==> src/rtl/logic_pkg.sv <==
// rtl/logic_pkg.sv - opcode enum and width-agnostic bitwise evaluator for logic_pipe
package logic_pkg;

    localparam int EVAL_W = 64;

    typedef enum logic [2:0] {
        OP_NOT  = 3'd0,
        OP_AND  = 3'd1,
        OP_OR   = 3'd2,
        OP_XOR  = 3'd3,
        OP_NAND = 3'd4,
        OP_NOR  = 3'd5,
        OP_XNOR = 3'd6,
        OP_BUF  = 3'd7
    } op_e;

    // Evaluated at the widest supported width; callers keep only their low WIDTH bits.
    function automatic logic [EVAL_W-1:0] logic_eval(
        input op_e               op,
        input logic [EVAL_W-1:0] a,
        input logic [EVAL_W-1:0] b
    );
        logic [EVAL_W-1:0] y;
        case (op)
            OP_NOT:  y = ~a;
            OP_AND:  y = a & b;
            OP_OR:   y = a | b;
            OP_XOR:  y = a ^ b;
            OP_NAND: y = ~(a & b);
            OP_NOR:  y = ~(a | b);
            OP_XNOR: y = ~(a ^ b);
            default: y = a;
        endcase
        return y;
    endfunction

endpackage

==> src/rtl/logic_pipe_stage.sv <==
// rtl/logic_pipe_stage.sv - one valid/data register of the logic_pipe pipeline
module logic_pipe_stage #(
    parameter int WIDTH = 8
) (
    input  logic             clk,
    input  logic             rst_n,
    input  logic             prev_valid,
    input  logic [WIDTH-1:0] prev_data,
    input  logic             next_accept,
    output logic             accept,
    output logic             valid,
    output logic [WIDTH-1:0] data
);

    // An empty stage always loads, so bubbles collapse even when downstream stalls.
    assign accept = !valid || next_accept;

    always_ff @(posedge clk or negedge rst_n) begin
        if (!rst_n) begin
            valid <= 1'b0;
            data  <= '0;
        end else if (accept) begin
            valid <= prev_valid;
            if (prev_valid) begin
                data <= prev_data;
            end
        end
    end

endmodule

==> src/rtl/logic_pipe.sv <==
// rtl/logic_pipe.sv - pipelined bitwise logic unit with valid/ready backpressure
module logic_pipe
    import logic_pkg::*;
#(
    parameter int WIDTH  = 8,
    parameter int STAGES = 2
) (
    input  logic                        clk,
    input  logic                        rst_n,
    input  logic                        in_valid,
    output logic                        in_ready,
    input  logic [2:0]                  in_op,
    input  logic [WIDTH-1:0]            in_a,
    input  logic [WIDTH-1:0]            in_b,
    output logic                        out_valid,
    input  logic                        out_ready,
    output logic [WIDTH-1:0]            out_y,
    output logic [$clog2(STAGES+1)-1:0] occupancy
);

    localparam int OCC_W = $clog2(STAGES + 1);

    logic [WIDTH-1:0] eval_y;
    logic             push;
    logic             pop;

    assign eval_y = WIDTH'(logic_eval(op_e'(in_op), EVAL_W'(in_a), EVAL_W'(in_b)));

    // Per-stage signals live in each generate block so the ready chain is a set of
    // distinct nets rather than one vector feeding back on itself.
    for (genvar k = 0; k < STAGES; k++) begin : g_stage
        logic             prev_valid;
        logic [WIDTH-1:0] prev_data;
        logic             next_accept;
        logic             accept;
        logic             valid;
        logic [WIDTH-1:0] data;

        if (k == 0) begin : g_head
            assign prev_valid = in_valid;
            assign prev_data  = eval_y;
        end else begin : g_body
            assign prev_valid = g_stage[k-1].valid;
            assign prev_data  = g_stage[k-1].data;
        end

        if (k == STAGES - 1) begin : g_tail
            assign next_accept = out_ready;
        end else begin : g_link
            assign next_accept = g_stage[k+1].accept;
        end

        logic_pipe_stage #(
            .WIDTH(WIDTH)
        ) u_stage (
            .clk        (clk),
            .rst_n      (rst_n),
            .prev_valid (prev_valid),
            .prev_data  (prev_data),
            .next_accept(next_accept),
            .accept     (accept),
            .valid      (valid),
            .data       (data)
        );
    end

    assign in_ready  = g_stage[0].accept;
    assign out_valid = g_stage[STAGES-1].valid;
    assign out_y     = g_stage[STAGES-1].data;

    assign push = in_valid && in_ready;
    assign pop  = out_valid && out_ready;

    always_ff @(posedge clk or negedge rst_n) begin
        if (!rst_n) begin
            occupancy <= '0;
        end else begin
            occupancy <= occupancy + OCC_W'(push) - OCC_W'(pop);
        end
    end

endmodule

==> config.mk <==
export PLATFORM = sky130hd
export DESIGN_NAME = logic_pipe
export DESIGN_NICKNAME = d
export VERILOG_FILES = /design/src/rtl/logic_pkg.sv /design/src/rtl/logic_pipe_stage.sv /design/src/rtl/logic_pipe.sv
export SDC_FILE = /design/constraint.sdc
export NUM_CORES = 1
export LEC_CHECK = 0
export BUFFER_PORTS_ARGS = -buffer_cell sky130_fd_sc_hd__clkbuf_2
export CAP_MARGIN = 20
export CORE_MARGIN = 2
export CORE_UTILIZATION = 48
export DETAILED_ROUTE_END_ITERATION = 16
export PLACE_DENSITY = 0.74
export SYNTH_ARGS = -nofsm -noshare
export SYNTH_HDL_FRONTEND = slang
export SYNTH_SLANG_ARGS = --single-unit
==> constraint.sdc <==
create_clock -name clk -period 1.7 [get_ports clk]
set_input_delay 0.255 -clock clk [delete_from_list [all_inputs] [get_ports clk]]
set_output_delay 0.255 -clock clk [all_outputs]
set_load 0.01 [all_outputs]
==> impl_results.md <==
* Status: finished clean
* Initial Util at 50.3%
* Post-Layout Cell Count at 265
* Diodes inserted at 0
* Syn Area/Cell at 9.35 µm²
* Final Power at 1.47 mW
* Die area at 4020 µm²
* Worst clock skew at 0.00513 ns
* Sequential share of the synthesized area at 29.6%
* Antenna Nets Post-Route at 0
* Starting DRT DRC Count at 60
* RSZ-0062 raised after global routing: false
* CTS Buffer Depth at 2
* Final wirelength at 3100 µm
* Finish-stage setup viols at 0
* Total track usage at 17.0%
* Port-buffer cells at 34
* # placed instances at 261
* Largest net degree at the start of global routing at 21
* M3 GR Usage at 2.32%
* Core Area at 3360 µm²
* Initial antenna violation count at 0
* P per Cell Area at 744 nW/µm²
* CP Launch Type: flip-flop
* Setup CP Type: reg -> reg
* # DRC at 0
* Worst hold margin at 0.182 ns
* Vias in the first global route at 1308
* Hold violation count in the final report at 0
* Tightest Pin Transition at 0.478 ns
* First-pass GRT wire length at 5530 µm
* Num rows at 21
* Setup TNS at 0 ns
* Post-DR wirelength/cell at 11.7 µm
* Post-synth EDFFs at 0
* Async set-reset flop share out of synthesis at 100%
* MaxCap Viol Count at 0
* Cell Area, Synth at 1690 µm²
* Mapped Cells at 181
* Setup WS post-layout at 0.231 ns
* Final Max Slew Viols at 0
* Share of layout cells above drive strength 1 at 33.3%
* Total CTS buffers at 3
* Post-DP HPWL at 2480 µm
* Tcrit/Tclk final at 86.4%
* Clock-pin slew on the worst setup and hold paths at 0.10 ns
* Layout overhead on the synthesized area at 16.9%
* Synth Flop Type: dfrtp_1
* Syn nets at 222
* Max VDD drop at 0.263 mV
* CP Capture Type: flip-flop
* Vias/cell at 5.25
* Post-cts sizing count at 0
* Fill cell count at 342
* Via Count at 1390
* Top Ports at 35
* DIE WIDTH at 63.4 µm
* Clk_lat worst skew at 0.29 ns
* Final net count at 262
* Met2 usage at 29.7%
* Die Ht at 63.4 µm
* Post-synth cell types at 37
* Sequential cell area at 500 µm²
* First drt pass iteration count at 4
* Place WS at 0.0308 ns
* Reg2Reg Setup Slack at 0.23 ns
* Synth Register Bits at 20
* Crit-path max FO at 4
* F_max at 681 MHz
* Placer Congestion at 0.764
* CP arrival at 1.68 ns
* TritonCTS clock tree: yes
* Leakage power at 0.983 nW
* Clk sink count at 20
* WP data required at 1.92 ns
* YS warnings at 0
* Gr ovfl total at 0
* Rel. slew slack at 68.1%
* Area of the multi-input gates at 1080 µm²
* Hold Crit Class: in -> reg
* Min Tclk post-route at 1.47 ns
* H-tree Lvls at 1
* Gr busiest metal: met2
* Root Buffer: clkbuf_4
* Met1 Resource Use GR at 20.8%
==> final cells by class <==
class,count,area share (%)
Timing Repair Buffer,45,12.9
Inverter,17,3.23
Sequential cell,20,25.3
Multi-Input combinational cell,134,54.5
Clock buffer,3,1.14
Tap cell,46,2.91
==> kinds of logic after synthesis <==
| kind of cell | Yosys count | share of synthesized area (%) |
|---|---|---|
| buf+inv | 27 | 8.73 |
| flops | 20 | 29.6 |
| fa+ha+maj | 18 | 13.3 |
| compound gates | 33 | 14.9 |
| mux | 19 | 12.5 |
| simple gates | 62 | 20.0 |
| xor+xnor | 2 | 1.04 |
==> synthesized netlist by cell type, drive strengths merged (3+ instances only) <==
cell,n,area share [%]
a21oi,3,0.89
a22o,4,2.1
nand2,16,3.6
nor2,20,4.6
mux2,14,9.5
nand3b,5,2.2
buf,10,5.0
ha,18,13
nand2b,8,3.0
nor4b,4,2.8
o21ai,7,2.1
mux2i,5,3.0
dfrtp,20,30
nand3,3,1.2
o32ai,4,2.1
o31ai,4,2.4
inv,17,3.8
==> cell usage in the layout (no fill, tap or decap), types with 4 or more instances in the layout <==
cell | synthesis | final
a22o_1 | 4 | 4
o21ai_1 | 4 | 4
mux2i_1 | 5 | 5
clkbuf_2 | 0 | 34
nor2_1 | 19 | 19
ha_1 | 18 | 16
dfrtp_1 | 20 | 20
nand2b_1 | 8 | 8
mux2_2 | 13 | 13
inv_1 | 17 | 16
o32ai_1 | 4 | 4
buf_4 | 1 | 10
nand2_1 | 16 | 15
nand3b_1 | 5 | 5
==> worst max-delay path: stages (launching register included) <==
cell and delay (ns):
dfrtp_1 0.41, nand3b_1 0.14, nand2_2 0.10, ha_4 0.27, inv_2 0.03, ha_4 0.15, xnor2_2 0.16, xnor2_1 0.13
==> stage by stage <==
step | utilization, % | cell area [µm²]
2_1_floorplan | - | 1730
3_3_place_gp | 57.8 | 1950
3_5_place_dp | 57.8 | 1950
4_1_cts | 58.8 | 1980
5_1_grt | 58.8 | 1980
6_report | 58.8 | 1980
==> power by group <==
group	internal (mW)	switching [mW]	total, mW
logic	0.308	0.279	0.587
clock network	0.0824	0.131	0.214
registers	0.594	0.0772	0.671
total	0.985	0.487	1.47
==> metal layers <==
| metal | share of wire (%) | routed length, µm |
|---|---|---|
| met1 | 48 | 1490 |
| met2 | 47 | 1470 |
| met3 | 3.6 | 112 |
| met4 | 1.1 | 35 |
| met5 | 0 | 0 |
==> worst paths after layout <==
| path | cells after the start | start | endpoint |
|---|---|---|---|
| min in group asynchronous | 2 | rst_n | g_stage[0].u_stage.valid |
| max in group asynchronous | 2 | rst_n | g_stage[1].u_stage.valid |
| worst max-delay path | 7 | g_stage[1].u_stage.valid | occupancy[1] |
| worst min register to register | 2 | g_stage[0].u_stage.data[3] | g_stage[0].u_stage.data[3] |
| worst max register to register | 7 | g_stage[1].u_stage.valid | occupancy[1] |
| worst min-delay path | 2 | in_valid | g_stage[0].u_stage.valid |
==> flip-flops by register name (all words and copies together), names as in the netlist <==
name / cells
g_stage.u_stage.valid: 2
g_stage.u_stage.data: 16
occupancy: 2
==> timing repair <==
action | 4_1_cts | 5_1_grt
setup buffers | 0 | 0
endpoints found under the setup margin | 0 | 0
endpoints found under the hold margin | 20 | 0
hold buffers | 1 | 0
No activity file was read; power rests on OpenSTA's default activity.
